[config.mk]
export PLATFORM = sky130hd
export DESIGN_NAME = regfile_write_scheduler
export DESIGN_NICKNAME = d
export VERILOG_FILES = /design/src/rtl/regfile_write_scheduler.sv
export SDC_FILE = /design/constraint.sdc
export NUM_CORES = 1
export LEC_CHECK = 0
export ABC_AREA = 1
export CAP_MARGIN = 25
export CORE_MARGIN = 3
export CORE_UTILIZATION = 45
export DETAILED_ROUTE_END_ITERATION = 10
export DONT_BUFFER_PORTS = 1
export GPL_TIMING_DRIVEN = 0
export MAX_ROUTING_LAYER = met4
export SKIP_LAST_GASP = 1
export SYNTH_ARGS = -nofsm -noshare
export SYNTH_HDL_FRONTEND = slang
export SYNTH_SLANG_ARGS = --single-unit
[constraint.sdc]
create_clock -name CLK -period 2 [get_ports CLK]
set_clock_uncertainty 0.05 [all_clocks]
set_input_delay 0.6 -clock CLK [delete_from_list [all_inputs] [get_ports CLK]]
set_output_delay 0.6 -clock CLK [all_outputs]
set_load 0.01 [all_outputs]
[src/rtl/regfile_write_scheduler.sv]
// Round-robin writeback arbiter for the integer register file write port,
// with a registered write stage and a pending-write scoreboard for issue.
module regfile_write_scheduler #(
  parameter int unsigned num_requesters = 3,
  parameter int unsigned num_registers  = 32
) (
  input  logic                        CLK,
  input  logic                        RESET,
  input  logic [num_requesters-1:0]   in_req_valid,
  input  logic [5*num_requesters-1:0] in_req_register,
  input  logic [32*num_requesters-1:0] in_req_data,
  output logic [num_requesters-1:0]   out_req_ready,
  input  logic                        in_reserve_valid,
  input  logic [4:0]                  in_reserve_register,
  output logic                        out_write_enable,
  output logic [4:0]                  out_write_register_select,
  output logic [31:0]                 out_write_data,
  output logic [num_registers-1:0]    out_busy,
  output logic [((num_requesters > 1) ? $clog2(num_requesters) : 1)-1:0] out_grant_index
);

  localparam int unsigned idx_w  = (num_requesters > 1) ? $clog2(num_requesters) : 1;
  localparam int unsigned reg_w  = 5;
  localparam int unsigned data_w = 32;

  logic [idx_w-1:0]         rr_ptr;
  logic [idx_w-1:0]         grant;
  logic [idx_w-1:0]         scan;
  logic                     found;
  logic [reg_w-1:0]         grant_register;
  logic [data_w-1:0]        grant_data;
  logic [num_registers-1:0] busy_next;

  // Scan requesters starting at rr_ptr; first valid one wins.
  always_comb begin
    found = 1'b0;
    grant = '0;
    scan  = rr_ptr;
    for (int k = 0; k < int'(num_requesters); k++) begin
      if (!found && in_req_valid[scan]) begin
        found = 1'b1;
        grant = scan;
      end
      scan = (scan == idx_w'(num_requesters - 1)) ? '0 : scan + 1'b1;
    end
    if (RESET) found = 1'b0;
  end

  // One-hot ready plus payload mux for the winning requester.
  always_comb begin
    out_req_ready  = '0;
    grant_register = '0;
    grant_data     = '0;
    for (int i = 0; i < int'(num_requesters); i++) begin
      if (found && grant == idx_w'(i)) begin
        out_req_ready[i] = 1'b1;
        grant_register   = in_req_register[i*reg_w +: reg_w];
        grant_data       = in_req_data[i*data_w +: data_w];
      end
    end
  end

  // Clear on commit first, then reserve, so a same-edge reserve wins.
  always_comb begin
    busy_next = out_busy;
    if (out_write_enable) busy_next[out_write_register_select] = 1'b0;
    if (in_reserve_valid && in_reserve_register != '0) busy_next[in_reserve_register] = 1'b1;
    busy_next[0] = 1'b0;
  end

  always_ff @(posedge CLK) begin
    if (RESET) begin
      rr_ptr                    <= '0;
      out_write_enable          <= 1'b0;
      out_write_register_select <= '0;
      out_write_data            <= '0;
      out_grant_index           <= '0;
      out_busy                  <= '0;
    end else begin
      out_write_enable <= 1'b0;
      out_busy         <= busy_next;
      if (found) begin
        rr_ptr                    <= (grant == idx_w'(num_requesters - 1)) ? '0 : grant + 1'b1;
        out_write_register_select <= grant_register;
        out_write_data            <= grant_data;
        out_grant_index           <= grant;
        // x0 writes are acknowledged but never reach the register file.
        out_write_enable          <= (grant_register != '0);
      end
    end
  end

endmodule

---- Word level (Yosys, flattened, before mapping) ----
Cells that the tools add are included.
cells by class
  bitwise operators ....................... 4
  equality and inequality tests ........... 4
  multiplexer cells ....................... 31
  multipliers ............................. 0
  divide/modulo/power cells ............... 0
  shift-type cells ........................ 0
  $lt $le $gt $ge ......................... 7
  add/sub/neg operators ................... 3
  reductions and logical operators ........ 14
operators with widths
  cell                                                                                 number
  32-bit two-way mux                                                                   5
  32-bit AND                                                                           1
  32-bit NOT                                                                           1
  32-bit OR                                                                            1
  5-bit two-way mux                                                                    3
  5-bit by 6-bit < comparator with 1-bit output, second input constant                 2
  1-bit two-way mux                                                                    12
  2-bit two-way mux                                                                    6
  1-bit demux with 5-bit select                                                        2
  5-bit by 1-bit greater-or-equal comparator with 1-bit output, second input constant  2
  5-bit nonzero test                                                                   2
  2-bit by 3-bit < comparator with 1-bit output, second input constant                 3
  1-bit logical AND                                                                    8
  2-bit by 1-bit adder with 2-bit output, second input constant                        3
  1-bit binary-select mux with 2-bit select                                            3
  2-bit == test, second input constant                                                 3
  2-bit by 1-bit == test with 1-bit output, second input constant                      1
  1-bit zero test                                                                      2
  2-bit zero test                                                                      1
  2-bit OR reduction                                                                   1
  1-bit NOT                                                                            1
word-level totals
  memory bits (writable) .................. 0
  bits in registers ....................... 74
  bits in latches ......................... 0
  output and inout port bits .............. 75
  bits in read-only memories .............. 0
  memories ................................ 0

---- Depth between registers and ports, before layout ----
  depth in word-level cells ............... 15
  mapped depth ............................ 17
  mapped depth without buffers ............ 14

---- Worst setup path after synthesis ----
Ideal clock, no wire load.
  path kind ............................... input port to output port
  start ................................... input in_req_valid[1]
  end ..................................... output out_req_ready[1]
  arrival time ............................ 1.497 ns
  path buffers ............................ 2
  data required time ...................... 1.350 ns
  stages .................................. 8
  path slack .............................. -0.147 ns
  path through ............................ inv_1 > nor2_2 > nor2_4 > nand3_4 > nand2_4 > buf_8 > nor2_8 > buf_2
between the ends
  cells in the longest elaborated chain, start to end .. 12
  elaborated cells on any way between the ends .. 20
  those cells by class .................... 1 x eq/ne; 14 x mux; 5 x reduce/logical
RTL lines
  what                                                                           line    source
  from (decl)                                                                    9       input logic [num_requesters-1:0] in_req_valid,
  1-bit binary-select mux with 2-bit select                                      40      if (!found && in_req_valid[scan]) begin
  1-bit two-way mux (not written as such)                                        40
  1-bit two-way mux                                                              40
  1-bit zero test                                                                40
  1-bit logical AND                                                              40
  1-bit two-way mux                                                              40
  1-bit zero test                                                                40
  1-bit logical AND                                                              40
  2-bit two-way mux or 1-bit two-way mux (tied branches)                         40
  2-bit by 1-bit == test with 1-bit output or 1-bit two-way mux (tied branches)  55, 46
  1-bit logical AND *                                                            55      if (found && grant == idx_w'(i)) begin
  1-bit two-way mux *                                                            55
  to (decl)                                                                      12      output logic [num_requesters-1:0] out_req_ready,
Every way passes the cells marked *; elsewhere a longest branch is shown, timed or not. The select of a mux whose other input is x is not followed.

---- Worst setup path after layout ----
  start ................................... register rr_ptr[1]
  end ..................................... output out_req_ready[1]
between the ends
  cells in the longest elaborated chain, start to end .. 12
  elaborated cells on any way between the ends .. 26
  those cells by class .................... 2 x add/sub; 3 x eq/ne; 16 x mux; 5 x reduce/logical
RTL lines
  what                                                                             line  source
  from (decl)                                                                      26    logic [idx_w-1:0] rr_ptr;
  from (signal assigned)                                                           83    rr_ptr <= (grant == idx_w'(num_requesters - 1)) ? '0 : grant + 1'b1;
  branches (longest 10 deep; another with 2-bit by 1-bit adder with 2-bit output)  --
  1-bit logical AND *                                                              55
  1-bit two-way mux *                                                              55
Mark *: on every way between the ends. The select of a mux whose other input is x is not followed.

==> flow_metrics.env <==
export IMPL_outcome="finished with violations"
export IMPL_failed_checks="negative setup slack"
export IMPL_r2r_start="rr_ptr[1]"
export IMPL_grt_max_degree=14
export IMPL_io_buffers=0
export IMPL_drv_cap=0
export IMPL_dieArea_um2=9360
export IMPL_first_pass_iters=5
export IMPL_diodes=0
export IMPL_critPathBufInv=3
export IMPL_grt_total_usage=0.269
export IMPL_worstHoldStart="in_reserve_register[4]"
export IMPL_post_synth_inst_count=567
export IMPL_synthesis_area_um2=3700
export IMPL_ys_warn_count=0
export IMPL_p_sw_mw=1.35
export IMPL_place_hpwl_um=9190
export IMPL_antenna_found_initial=0
export IMPL_hold_slack_ns=0.408
export IMPL_synth_top_area_share=0.394
export IMPL_synthTopCellsByArea="dfxtp_1 39%, nand2_1 19%, o21ai_0 10%"
export IMPL_fin_crit_sh=1.17
export IMPL_setup_ws_ns=-0.335
export IMPL_io_pin_count=197
export IMPL_clk_path_buf_depth=2
export IMPL_hp_class="input port to register"
export IMPL_vias_per_cell=5.49
export IMPL_syn_nets=689
export IMPL_worstMarginPinSlew_ns=0.970
export IMPL_post_synth_cell_area_avg_um2=6.53
export IMPL_p_int_mw=2.58
export IMPL_arrival_ns=1.69
export IMPL_dp_slack_ns=-0.527
export IMPL_drcViolationCount=0
export IMPL_start_kind="register"
export IMPL_multi_input_area_um2=2260
export IMPL_clockPowerShare=0.297
export IMPL_synth_edf_count=0
export IMPL_grt_pass1_wl_um=19800
export IMPL_path_cells="buf_12 > nor2_4 > nand2_2 > nand2_2 > nor2_4 > nand3_4 > nand2_4 > buf_12 > nor2_8 > buf_8"
export IMPL_slew_headroom=0.349
export IMPL_cts_clk_slew_worst_paths_ns=0.08
export IMPL_synth_common_cells="189 x nand2_1, 74 x o21ai_0, 73 x dfxtp_1"
export IMPL_synth_ff_type="dfxtp_1"
export IMPL_p_total_mw=3.93
export IMPL_htreeDepth=3
export IMPL_tns_ns=-4.38
export IMPL_regArea_um2=1460
export IMPL_ant_nets=0
export IMPL_cts_buffers=9
export IMPL_die_w_um=96.7
export IMPL_post_drt_wl_per_cell_um=18.2
export IMPL_yosys_cell_types_count=31
export IMPL_finalSetupViolCount=38
export IMPL_cts_tree="done"
export IMPL_dieHeight_um=96.7
export IMPL_p_comb_frac=0.276
export IMPL_rrSetupSlack_ns=-0.20
export IMPL_drv_slew=0
export IMPL_drt_total_wl_um=13200
export IMPL_whs_path_depth=3
export IMPL_vias=3967
export IMPL_rr_endpoint="out_write_data[6]"
export IMPL_async_flop_share=0
export IMPL_core_um2=7850
export IMPL_clock_latency_ns=0.34
export IMPL_start_util=0.472
export IMPL_drive_gt1_frac=0.238
export IMPL_grt_overflow=0
export IMPL_synth_most_common_cell="nand2_1"
export IMPL_cp_top_family="simple AND/OR/NAND/NOR gates"
export IMPL_syn_to_final_growth_pct=31.2
export IMPL_synth_seq_cells=73
export IMPL_p_per_area_nw_per_um2=809
export IMPL_leakage_nw=1.94
export IMPL_final_nets=738
export IMPL_holdPathEnd="out_busy[2]"
export IMPL_peakVddDrop_v=0.000416
export IMPL_hold_viol=0
export IMPL_root_buffer="clkbuf_8"
export IMPL_grt_pass1_vias=3756
export IMPL_max_stage_delay_ns=0.34
export IMPL_drt_iter0_drc=139
export IMPL_yosys_area_top_type="dfxtp_1"
export IMPL_postCtsHoldBufs=0
export IMPL_rsz0062_at_grt="true"
export IMPL_p_seq_frac=0.428
export IMPL_fmax_mhz=428
export IMPL_ys_seq_area_frac=0.394
export IMPL_cp_slowest_cell="dfxtp_2"
export IMPL_swShare=0.344
export IMPL_post_route_util=0.619
export IMPL_rr_worst_depth=19
export IMPL_required_ns=1.35
export IMPL_fill_cells=764
export IMPL_worstSetupPathType="register to output pin"
export IMPL_min_period_ns=2.34
export IMPL_num_rows=32
export IMPL_place_gp_congestion=0.838
export IMPL_cts_sinks=73
export IMPL_cp_max_fo=7
export IMPL_worstSetupEndpointType="output pin"
## metrics by stage
step                      instances  area (um^2)
after global routing            723         4860
final                           723         4860
after floorplan                 567         3750
after detailed placement        669         3870
after global placement          669         3870
after CTS                       706         4520
## worst min-delay path: stages
cell and delay (ns):
nor3_1 0.04, nand2_1 0.06, a21oi_1 0.05
## area by class of cell
type | instances | share of cell area
Sequential cell | 73 | 0.301
Timing Repair Buffer | 38 | 0.0899
Tap cell | 102 | 0.0263
Clock inverter | 6 | 0.0139
Buffer | 31 | 0.0556
Inverter | 22 | 0.0221
Multi-Input combinational cell | 441 | 0.465
Clock buffer | 10 | 0.0263
## timing repair
| action | in CTS | in global routing |
|---|---|---|
| setup endpoints to repair | 42 | 43 |
| resized for setup | 72 | 83 |
| pin swaps | 31 | 45 |
| endpoints found under the hold margin | 0 | 0 |
| buffers inserted | 18 | 13 |
| cloned | 3 | 5 |
## layer usage
layer	share of wire	up-vias	track usage
met4	0.020	0	0.0842
met2	0.51	171	0.451
met5	0	-	-
met1	0.39	1824	0.318
met3	0.081	21	0.0656
li1	-	1951	-
## power groups by stage
stage	logic, mW	registers [mW]	clock network (mW)
floorplan	0.558	1.68	0
global placement	0.727	1.71	0
detailed placement	0.742	1.72	0
CTS	0.928	1.68	1.18
global route	1.19	1.69	1.24
finish	1.08	1.68	1.17
## flip-flops by register name, summed over array words and instances (netlist names)
| signal | flops |
|---|---|
| rr_ptr | 2 |
| out_write_register_select | 5 |
| out_grant_index | 2 |
| out_write_enable | 1 |
| out_busy | 31 |
| out_write_data | 32 |
## layout by cell type (no fill, tap or decap), types with 8 or more instances in the layout
master    instances
a21oi_1          57
a21oi_2          10
buf_4            24
buf_6            10
clkbuf_1          8
clkbuf_8         10
dfxtp_1          71
inv_1            16
nand2_1         180
nand3_1          17
nor2_1           35
nor2_4           22
nor3_1           11
o21ai_0          59
o21ai_2           8
## cell families (layout without fill, tap and decap cells)
logic type,count (synthesis),in the layout,share of synthesized area
other,1,1,0.00101
buffers and inverters,53,107,0.0699
DFF,73,73,0.394
AOI/OAI and AO/OA,146,146,0.205
and+or+nand+nor,294,294,0.330
## worst max path at each step
stage	start	to	slack, ns	cells past startpoint
after detailed placement	RESET	out_write_data[30]	-0.53	9
final	rr_ptr[1]	out_req_ready[1]	-0.34	10
after global placement	RESET	out_req_ready[2]	-0.51	8
after global routing	rr_ptr[1]	out_req_ready[2]	-0.39	12
after floorplan	in_req_valid[2]	out_req_ready[2]	-0.11	10
after CTS	rr_ptr[1]	out_req_ready[2]	-0.39	10
No activity file was read; power rests on OpenSTA's default activity.
